File: src/rtl/pong_pkg.sv
// Shared geometry defaults, FSM states and direction encoding for the Pong ball engine.
package pong_pkg;

    localparam int unsigned XW = 10;
    localparam int unsigned SW = 4;

    localparam int unsigned DEF_SCREEN_W    = 640;
    localparam int unsigned DEF_SCREEN_H    = 480;
    localparam int unsigned DEF_BALL_SIZE   = 8;
    localparam int unsigned DEF_PADDLE_W    = 15;
    localparam int unsigned DEF_PADDLE_H    = 80;
    localparam int unsigned DEF_P1_X        = 10;
    localparam int unsigned DEF_P2_X        = 615;
    localparam int unsigned DEF_SPEED_X     = 4;
    localparam int unsigned DEF_SPEED_Y     = 3;
    localparam int unsigned DEF_SERVE_DELAY = 60;
    localparam int unsigned DEF_SCORE_MAX   = 9;

    typedef enum logic [2:0] {
        IDLE,
        SERVE_WAIT,
        PLAY,
        POINT,
        GAME_OVER
    } state_t;

    typedef enum logic {
        DIR_POS = 1'b0,
        DIR_NEG = 1'b1
    } dir_t;

    // Score increment that sticks at the all-ones value.
    function automatic logic [SW-1:0] sat_inc(input logic [SW-1:0] s);
        return (s == {SW{1'b1}}) ? s : s + SW'(1);
    endfunction

endpackage

File: src/rtl/pong_ball_collide.sv
// One-tick ball motion: wall bounces, paddle hits and miss detection (combinational).
// miss_p1 means the left player missed, miss_p2 means the right player missed.
module pong_ball_collide
    import pong_pkg::*;
#(
    parameter int unsigned SCREEN_W  = DEF_SCREEN_W,
    parameter int unsigned SCREEN_H  = DEF_SCREEN_H,
    parameter int unsigned BALL_SIZE = DEF_BALL_SIZE,
    parameter int unsigned PADDLE_W  = DEF_PADDLE_W,
    parameter int unsigned PADDLE_H  = DEF_PADDLE_H,
    parameter int unsigned P1_X      = DEF_P1_X,
    parameter int unsigned P2_X      = DEF_P2_X,
    parameter int unsigned SPEED_X   = DEF_SPEED_X,
    parameter int unsigned SPEED_Y   = DEF_SPEED_Y
) (
    input  logic [XW-1:0] x,
    input  logic [XW-1:0] y,
    input  dir_t          dx,
    input  dir_t          dy,
    input  logic [XW-1:0] p1_y,
    input  logic [XW-1:0] p2_y,
    output logic [XW-1:0] nx,
    output logic [XW-1:0] ny,
    output dir_t          ndx,
    output dir_t          ndy,
    output logic          miss_p1,
    output logic          miss_p2
);

    localparam int unsigned AW = XW + 1;

    localparam logic [AW-1:0] C_SW  = AW'(SCREEN_W);
    localparam logic [AW-1:0] C_SH  = AW'(SCREEN_H);
    localparam logic [AW-1:0] C_BS  = AW'(BALL_SIZE);
    localparam logic [AW-1:0] C_PH  = AW'(PADDLE_H);
    localparam logic [AW-1:0] C_P1R = AW'(P1_X + PADDLE_W);
    localparam logic [AW-1:0] C_P2X = AW'(P2_X);
    localparam logic [AW-1:0] C_SX  = AW'(SPEED_X);
    localparam logic [AW-1:0] C_SY  = AW'(SPEED_Y);

    logic [AW-1:0] x11;
    logic [AW-1:0] y11;
    logic [AW-1:0] p1_11;
    logic [AW-1:0] p2_11;
    logic          overlap_p1;
    logic          overlap_p2;
    logic          hit_left;
    logic          hit_right;
    logic          out_left;
    logic          out_right;

    assign x11   = {1'b0, x};
    assign y11   = {1'b0, y};
    assign p1_11 = {1'b0, p1_y};
    assign p2_11 = {1'b0, p2_y};

    assign overlap_p1 = (y11 + C_BS > p1_11) && (y11 < p1_11 + C_PH);
    assign overlap_p2 = (y11 + C_BS > p2_11) && (y11 < p2_11 + C_PH);

    // Crossing tests written as additions so nothing can wrap below zero.
    assign hit_left  = (dx == DIR_NEG) && (x11 >= C_P1R) && (x11 < C_P1R + C_SX) && overlap_p1;
    assign hit_right = (dx == DIR_POS) && (x11 + C_BS <= C_P2X) && (x11 + C_BS + C_SX > C_P2X)
                       && overlap_p2;
    assign out_left  = (dx == DIR_NEG) && (x11 < C_SX);
    assign out_right = (dx == DIR_POS) && (x11 + C_BS + C_SX > C_SW);

    // Vertical and horizontal motion resolved independently; a miss freezes the ball.
    always_comb begin
        nx      = x;
        ny      = y;
        ndx     = dx;
        ndy     = dy;
        miss_p1 = 1'b0;
        miss_p2 = 1'b0;

        if (dy == DIR_NEG) begin
            if (y11 < C_SY) begin
                ny  = '0;
                ndy = DIR_POS;
            end else begin
                ny = XW'(y11 - C_SY);
            end
        end else begin
            if (y11 + C_BS + C_SY > C_SH) begin
                ny  = XW'(C_SH - C_BS);
                ndy = DIR_NEG;
            end else begin
                ny = XW'(y11 + C_SY);
            end
        end

        if (hit_left) begin
            nx  = XW'(C_P1R);
            ndx = DIR_POS;
        end else if (hit_right) begin
            nx  = XW'(C_P2X - C_BS);
            ndx = DIR_NEG;
        end else if (out_left || out_right) begin
            miss_p1 = out_left;
            miss_p2 = out_right;
            nx      = x;
            ny      = y;
            ndy     = dy;
        end else if (dx == DIR_NEG) begin
            nx = XW'(x11 - C_SX);
        end else begin
            nx = XW'(x11 + C_SX);
        end
    end

endmodule

File: src/rtl/pong_ball_engine.sv
// Pong ball owner: serve/play/point/game-over sequencing, scores and ball registers.
module pong_ball_engine
    import pong_pkg::*;
#(
    parameter int unsigned SCREEN_W    = DEF_SCREEN_W,
    parameter int unsigned SCREEN_H    = DEF_SCREEN_H,
    parameter int unsigned BALL_SIZE   = DEF_BALL_SIZE,
    parameter int unsigned PADDLE_W    = DEF_PADDLE_W,
    parameter int unsigned PADDLE_H    = DEF_PADDLE_H,
    parameter int unsigned P1_X        = DEF_P1_X,
    parameter int unsigned P2_X        = DEF_P2_X,
    parameter int unsigned SPEED_X     = DEF_SPEED_X,
    parameter int unsigned SPEED_Y     = DEF_SPEED_Y,
    parameter int unsigned SERVE_DELAY = DEF_SERVE_DELAY,
    parameter int unsigned SCORE_MAX   = DEF_SCORE_MAX
) (
    input  logic          i_CLK,
    input  logic          i_RST_n,
    input  logic          i_tick,
    input  logic          i_serve,
    input  logic [XW-1:0] i_p1_y,
    input  logic [XW-1:0] i_p2_y,
    output logic [XW-1:0] o_ball_x,
    output logic [XW-1:0] o_ball_y,
    output logic [SW-1:0] o_p1_score,
    output logic [SW-1:0] o_p2_score,
    output logic          o_point,
    output logic          o_game_over
);

    localparam int unsigned   CNT_W    = $clog2(SERVE_DELAY + 1);
    localparam logic [CNT_W-1:0] CNT_LAST = CNT_W'(SERVE_DELAY - 1);
    localparam logic [XW-1:0] CENTRE_X = XW'((SCREEN_W - BALL_SIZE) / 2);
    localparam logic [XW-1:0] CENTRE_Y = XW'((SCREEN_H - BALL_SIZE) / 2);
    localparam logic [SW-1:0] SMAX     = SW'(SCORE_MAX);

    state_t           state,    nxt_state;
    logic [XW-1:0]    ball_x,   nxt_x;
    logic [XW-1:0]    ball_y,   nxt_y;
    dir_t             dx,       nxt_dx;
    dir_t             dy,       nxt_dy;
    logic [CNT_W-1:0] cnt,      nxt_cnt;
    logic [SW-1:0]    p1_score, nxt_p1;
    logic [SW-1:0]    p2_score, nxt_p2;
    logic             point,    nxt_point;
    logic             game_over, nxt_go;

    logic [XW-1:0] col_x;
    logic [XW-1:0] col_y;
    dir_t          col_dx;
    dir_t          col_dy;
    logic          miss_p1;
    logic          miss_p2;

    pong_ball_collide #(
        .SCREEN_W  (SCREEN_W),
        .SCREEN_H  (SCREEN_H),
        .BALL_SIZE (BALL_SIZE),
        .PADDLE_W  (PADDLE_W),
        .PADDLE_H  (PADDLE_H),
        .P1_X      (P1_X),
        .P2_X      (P2_X),
        .SPEED_X   (SPEED_X),
        .SPEED_Y   (SPEED_Y)
    ) u_collide (
        .x       (ball_x),
        .y       (ball_y),
        .dx      (dx),
        .dy      (dy),
        .p1_y    (i_p1_y),
        .p2_y    (i_p2_y),
        .nx      (col_x),
        .ny      (col_y),
        .ndx     (col_dx),
        .ndy     (col_dy),
        .miss_p1 (miss_p1),
        .miss_p2 (miss_p2)
    );

    // State and datapath registers; everything returns to the centred idle ball on reset.
    always_ff @(posedge i_CLK or negedge i_RST_n) begin
        if (!i_RST_n) begin
            state     <= IDLE;
            ball_x    <= CENTRE_X;
            ball_y    <= CENTRE_Y;
            dx        <= DIR_POS;
            dy        <= DIR_POS;
            cnt       <= '0;
            p1_score  <= '0;
            p2_score  <= '0;
            point     <= 1'b0;
            game_over <= 1'b0;
        end else begin
            state     <= nxt_state;
            ball_x    <= nxt_x;
            ball_y    <= nxt_y;
            dx        <= nxt_dx;
            dy        <= nxt_dy;
            cnt       <= nxt_cnt;
            p1_score  <= nxt_p1;
            p2_score  <= nxt_p2;
            point     <= nxt_point;
            game_over <= nxt_go;
        end
    end

    // Next-state logic; scoring and recentring happen on entry to POINT so they show with o_point.
    always_comb begin
        nxt_state = state;
        nxt_x     = ball_x;
        nxt_y     = ball_y;
        nxt_dx    = dx;
        nxt_dy    = dy;
        nxt_cnt   = cnt;
        nxt_p1    = p1_score;
        nxt_p2    = p2_score;
        nxt_point = 1'b0;

        unique case (state)
            IDLE: begin
                if (i_serve) begin
                    nxt_state = SERVE_WAIT;
                end
            end
            SERVE_WAIT: begin
                if (i_tick) begin
                    if (cnt == CNT_LAST) begin
                        nxt_state = PLAY;
                        nxt_cnt   = '0;
                    end else begin
                        nxt_cnt = cnt + CNT_W'(1);
                    end
                end
            end
            PLAY: begin
                if (i_tick) begin
                    if (miss_p1 || miss_p2) begin
                        nxt_state = POINT;
                        nxt_point = 1'b1;
                        nxt_x     = CENTRE_X;
                        nxt_y     = CENTRE_Y;
                        nxt_dy    = DIR_POS;
                        if (miss_p1) begin
                            nxt_p2 = sat_inc(p2_score);
                            nxt_dx = DIR_NEG;
                        end else begin
                            nxt_p1 = sat_inc(p1_score);
                            nxt_dx = DIR_POS;
                        end
                    end else begin
                        nxt_x  = col_x;
                        nxt_y  = col_y;
                        nxt_dx = col_dx;
                        nxt_dy = col_dy;
                    end
                end
            end
            POINT: begin
                if ((p1_score == SMAX) || (p2_score == SMAX)) begin
                    nxt_state = GAME_OVER;
                end else begin
                    nxt_state = SERVE_WAIT;
                end
            end
            GAME_OVER: begin
                if (i_serve) begin
                    nxt_state = SERVE_WAIT;
                    nxt_p1    = '0;
                    nxt_p2    = '0;
                    nxt_dx    = DIR_POS;
                end
            end
            default: begin
                nxt_state = IDLE;
            end
        endcase

        nxt_go = (nxt_state == GAME_OVER);
    end

    assign o_ball_x    = ball_x;
    assign o_ball_y    = ball_y;
    assign o_p1_score  = p1_score;
    assign o_p2_score  = p2_score;
    assign o_point     = point;
    assign o_game_over = game_over;

endmodule

File: config.mk
export PLATFORM = sky130hd
export DESIGN_NAME = pong_ball_engine
export DESIGN_NICKNAME = d
export VERILOG_FILES = /design/src/rtl/pong_pkg.sv /design/src/rtl/pong_ball_collide.sv /design/src/rtl/pong_ball_engine.sv
export SDC_FILE = /design/constraint.sdc
export NUM_CORES = 1
export LEC_CHECK = 0
export CAP_MARGIN = 20
export CORE_MARGIN = 5
export CORE_UTILIZATION = 50
export CTS_BUF_LIST = sky130_fd_sc_hd__clkbuf_4 sky130_fd_sc_hd__clkbuf_8
export DETAILED_ROUTE_END_ITERATION = 16
export PLACE_DENSITY = 0.73
export SETUP_SLACK_MARGIN = 0.1
export SLEW_MARGIN = 10
export SYNTH_ARGS = -nofsm -noshare
export SYNTH_HDL_FRONTEND = slang
export SYNTH_HIERARCHICAL = 1
export SYNTH_SLANG_ARGS = --single-unit
File: constraint.sdc
create_clock -name i_CLK -period 4.2 [get_ports i_CLK]
set_input_delay 1.26 -clock i_CLK [delete_from_list [all_inputs] [get_ports i_CLK]]
set_output_delay 1.26 -clock i_CLK [all_outputs]
set_load 0.02 [all_outputs]
### Word-level counts from Yosys, hierarchy flattened

Index checks and enable logic that the tools add are counted.

* $add $sub $neg: 13
* bitwise gates (word level): 1
* magnitude comparators: 12
* equal/unequal tests: 19
* multiplexer cells: 54
* reduce and logical (&&, ||, !) cells: 21

Operator list (count)
* two-way mux 10 bit: 12
* two-way mux 4 bit: 9
* adder 10 x 4 -> 11 bit, second input constant: 2
* adder 10 x 7 -> 11 bit, second input constant: 2
* greater-than comparator 11 x 10 -> 1 bit: 2
* greater-than comparator 11 x 10 -> 1 bit, second input constant: 2
* < comparator 10 x 11 -> 1 bit: 2
* two-way mux 1 bit: 22
* two-way mux 3 bit: 6
* equality test 4 bit, second input constant: 4
* one-hot mux 4 bit (2 select lines): 2
* inequality test 2 bit, second input constant: 7
* one-hot mux 3 bit (4 select lines): 1
* AND reduction 6 bit: 2
* adder 11 x 2 -> 11 bit, second input constant: 1
* adder 11 x 3 -> 11 bit, second input constant: 1
* greater-than comparator 11 x 9 -> 1 bit, second input constant: 1
* less-or-equal comparator 11 x 10 -> 1 bit, second input constant: 1
* adder 10 x 2 -> 10 bit, second input constant: 1
* adder 10 x 3 -> 10 bit, second input constant: 1
* >= comparator 10 x 5 -> 1 bit, second input constant: 1
* logical AND 1 bit: 10
* < comparator 10 x 2 -> 1 bit, second input constant: 1
* < comparator 10 x 3 -> 1 bit, second input constant: 1
* other kinds (20): 26

* bits in registers: 41
* input bits: 24
* word-level logic and storage cells: 130

### Longest topological paths before layout

* depth after elaboration: 13
* mapped depth: 16
* depth with buffers taken out: 15

### Hierarchy

Netlist, hierarchy kept.

By module, submodules not included
* pong_ball_collide: cells each 414, times used 1, area an instance 2929.1 µm²
* pong_ball_engine: cells each 211, times used 1, area an instance 1974.4 µm²

### Least setup slack after synthesis

OpenSTA, ideal clock, no wires.

* path type: in2reg
* from: input i_p2_y[4]
* to: register ball_x[5] (netlist: o_ball_x[5])
* library setup time: 0.079 ns
* arrival: 3.766 ns
* path buffers: 1
* data required time: 4.121 ns
* stages on the path: 15
* slack: 0.356 ns
* path through: ha_1 > o21ai_0 > xnor2_1 > ha_1 > a21o_1 > a21oi_1 > o21ai_0 > o31ai_1 > a31oi_1 > a2111oi_4 > nor3_1 > or2_2 > clkbuf_1 > o21ai_0 > nand2_1

* cells in the longest elaborated chain, start to end: 9
* elaborated cells between the ends (all ways): 15
* those cells by class: add/sub (1); order compare (2); eq/ne (1); mux (7); reduce/logical (4)

Ends and longest elaborated chain
* from (decl): line pong_ball_engine.sv:22 `input logic [XW-1:0] i_p2_y,`
* adder 10 x 7 -> 11 bit: line pong_ball_collide.sv:58 `assign overlap_p2 = (y11 + C_BS > p2_11) && (y11 < p2_11 + C_PH);`
* < comparator 10 x 11 -> 1 bit: line pong_ball_collide.sv:58
* logical AND 1 bit (*): line pong_ball_collide.sv:58
* logical AND 1 bit (*): line pong_ball_collide.sv:63 `&& overlap_p2;`
* two-way mux 1 bit (*): line pong_ball_collide.sv:95 `end else if (hit_right) begin`
* two-way mux 1 bit (*): line pong_ball_collide.sv:92 `if (hit_left) begin`
* via miss_p2: line pong_ball_engine.sv:53 `logic miss_p2;`
* logical OR 1 bit (*): line pong_ball_engine.sv:137 `if (miss_p1 || miss_p2) begin`
* inequality test 4 x 2 -> 1 bit (no line)
* AND reduction 3 bit (no line)
* to (signal assigned): line pong_ball_engine.sv:95 `ball_x <= nxt_x;`
* to (decl): line pong_ball_engine.sv:38 `logic [XW-1:0] ball_x, nxt_x;`

The timed path passes the listed nets; every way through them passes the cells marked *.
A chain may end at the register's enable or synchronous reset.

### Worst setup path in the final report

* from: input i_p1_y[4]
* to: register ball_y[7] (netlist: o_ball_y[7])

* elaborated cells between the ends (all ways): 12
* those cells by class: add/sub (1); order compare (2); eq/ne (1); mux (4); reduce/logical (4)

RTL lines
* from (decl): line pong_ball_engine.sv:21 `input logic [XW-1:0] i_p1_y,`
* adder 10 x 7 -> 11 bit: line pong_ball_collide.sv:57 `assign overlap_p1 = (y11 + C_BS > p1_11) && (y11 < p1_11 + C_PH);`
* < comparator 10 x 11 -> 1 bit: line pong_ball_collide.sv:57
* logical AND 1 bit (*): line pong_ball_collide.sv:57
* logical AND 1 bit (*): line pong_ball_collide.sv:61 `assign hit_left = (dx == DIR_NEG) && (x11 >= C_P1R) && (x11 < C_P1R + C_SX) && overlap_p1;`
* two-way mux 10 bit (*): line pong_ball_collide.sv:92
* via col_y[7]: line pong_ball_engine.sv:49 `logic [XW-1:0] col_y;`
* two-way mux 10 bit (*): line pong_ball_engine.sv:137
* to (signal assigned): line pong_ball_engine.sv:96 `ball_y <= nxt_y;`
* to (decl): line pong_ball_engine.sv:39 `logic [XW-1:0] ball_y, nxt_y;`

Marks and branches as above.

==> results.cfg <==
[yosys]
ys_ff_latch = 41
synth_ff_type = dfrtp_1
synth_cells = 625
synth.largest_area_cell = dfrtp_1
avgSynthCellArea_sq_um = 7.85
synth.distinct_cells = 85
synth_area_sq_um = 4900
synth_top_area_frac = 0.158
synth_warnings = 6
ys_async_sr_fraction = 1.00
yosys-top-cells-count = nand2_1 (92), ha_1 (58), inv_1 (46), nor2_1 (44), o21ai_0 (32)
synth.top_cells.by_area = dfrtp_1 (16%), ha_1 (15%), nand2_1 (7.0%)
yosysMostFrequentCell = nand2_1
yosysSeqAreaShare = 0.212
syn_nets = 707
synth_edf_count = 0

[critical_path]
crit_cells = 17
critPathTopFamily = compound AO/OA/AOI/OAI gates
crit_end = o_ball_y[7]$_DFFE_PN1P_
worst-path-max-fanout = 8
critPathKind = input port to flip-flop
path_buf_inv = 5
critPathArrivalTime_ns = 4.24
cpMaxStageDelayCell = clkdlybuf4s50_1
crit_top_cell = buf_4
crit_start = i_p1_y[4]
slowest_delay_ns = 0.48
rr_startpoint = o_ball_y[3]$_DFFE_PN1P_
regToRegEndpoint = o_p1_score[3]$_DFFE_PN0P_
cp.required_ns = 4.43
reg2regPathDepth = 16
r2r_setup_slack_ns = 0.35
worst_setup_path_start_kind = input port
worstPathCellList = clkdlybuf4s50_1, buf_4, inv_1, ha_1, a21oi_1, nor2b_1, o21ai_0, o211ai_1, a311oi_1, buf_4, a2111oi_4, buf_4, nor2_4, nand2_4, a22o_1, o21ai_0, nand2_1
endpoint_kind = flip-flop

[global_routing]
gr-total-overflow = 0
track_usage = 0.231
grt_pass1_wl_mm = 22.6
grt_pass1_vias = 4803
grt_max_degree = 42
antenna_found_initial = 0

[detailed_routing]
routedWlPerCell_um = 16.5
vias = 5069
finalWirelength_mm = 13.7
vias_per_cell = 6.09
ant_nets = 0
drtIter0Drc = 419
drcViolationCount = 0
drt_first_pass_iters = 5

[cts]
cts-root-buf = clkbuf_8
clockBufferDepth = 2
cts_hold_buffers = 0
clkTransAtPathRegs_ns = 0.09
cts.sinks = 41
cts_tree = yes
numCtsBuffers = 5
htreeDepth = 2
worst_skew_pair.late_latency_ns = 0.30

[finish]
syn_to_final_growth_pct = 21.6
fin_nets = 780
final_cells = 832
final_util = 0.616
diodes = 0
drive_gt1_frac = 0.147

[sta]
slew_headroom = 0.392
hold_viol = 0
min_period_ns = 4.01
period_share = 0.956
finalSetupViolations = 0
rsz0062_at_grt = no
fin_setup_tns_ns = 0
report.final.slew_viol_count = 0
clock.fmax_mhz = 249
fin_worst_skew_ns = 0.0102
worst_pin_slew_ns = 0.912

[power]
p_leak_nw = 2.71
power_w = 0.000974
max-vdd-ir-drop_uv = 199
powerDensity_nw_per_um2 = 163

[min_path]
min_from = cnt[1]$_DFFE_PN0P_
hold_path_class = flip-flop to flip-flop

[die]
core_area_sq_um = 9680
dieArea_sq_um = 11900
die-height_um = 109
top_level_ports = 54
row_count = 36
die_x_um = 109
initial_core_util = 0.506

[run_status]
status = finished, final reports clean

[placement]
dp_hpwl_mm = 10.2
place_inst = 820
place.gp.congestion = 0.929
portBuffers = 53

[run]
drv_cap = 0
## worst min-delay path by stage
stage	end	slack, ns	cells past startpoint
CTS	cnt[1]$_DFFE_PN0P_	0.52	2
global route	cnt[1]$_DFFE_PN0P_	0.55	2
finish	cnt[1]$_DFFE_PN0P_	0.51	2
detailed placement	cnt[1]$_DFFE_PN0P_	0.49	2
global placement	cnt[1]$_DFFE_PN0P_	0.48	2
floorplan	dy$_DFFE_PN0P_	0.44	2
## what timing repair did
action / CTS / global route
pin swaps: 0 / 11
gates resized for setup: 1 / 22
setup endpoints to repair: 24 / 28
setup buffers: 1 / 3
## cells by family after synthesis
logic type | count (synthesis) | synth area share
simple gates | 255 | 0.262
compound gates | 157 | 0.234
buf+inv | 76 | 0.0689
fa+ha+maj | 58 | 0.148
flops | 41 | 0.212
xor+xnor | 28 | 0.0538
mux | 10 | 0.0219
## per-stage QoR
step | area, sq um | hold WS [ns] | setup WS (ns)
CTS | 5850 | 0.515 | 0.0649
global route | 5960 | 0.545 | 0.104
detailed placement | 5720 | 0.494 | -0.286
floorplan | 4900 | 0.437 | 0.356
global placement | 5720 | 0.482 | -0.225
finish | 5960 | 0.514 | 0.185
## power by group
group	switching, W	internal, W
Clock	0.000149	0.000178
Combinational	0.0000951	0.0000922
Sequential	0.0000362	0.000424
## registers in the layout, indices dropped and copies added, names as in the netlist
name         flops
o_ball_y        10
o_point          1
o_p2_score       4
dx               1
state            3
dy               1
o_ball_x        10
cnt              6
o_p1_score       4
o_game_over      1
## per-layer routing
metal | global-route usage | part of all wire
met5 | 0 | 0
met4 | 0.0604 | 0.017
met3 | 0.0302 | 0.049
met2 | 0.387 | 0.49
met1 | 0.312 | 0.44
## final cells by class
| class | count | area, sq um |
|---|---|---|
| fillers | 850 | 3720 |
| multi-input cells | 508 | 3610 |
| flip-flops and latches | 41 | 1040 |
| repair buffers | 96 | 862 |
| inverters | 46 | 173 |
| well taps | 133 | 166 |
| clock buffers | 5 | 68.8 |
| clock inverters | 3 | 46.3 |
## tightest hold or removal path, cell delays in order (launching register included)
cell	delay [ns]
dfrtp_1	0.37
nand2_1	0.06
nand2_1	0.06
## layout by cell type (no fill, tap or decap), types with 6 or more instances in the layout
master	count
and3_1	6
xor2_1	13
o211ai_1	10
clkdlybuf4s50_1	48
o21ai_1	6
nor2_1	43
nand4_1	9
nand2_1	92
buf_4	42
dfrtp_1	31
o22ai_1	9
nand2b_1	11
dfstp_2	10
a21o_1	7
o21ai_0	31
nor3_1	19
a31oi_1	7
inv_1	45
xnor2_1	14
ha_1	55
a21oi_1	24
nand3_1	30
Power figures use the tool's default switching activity.
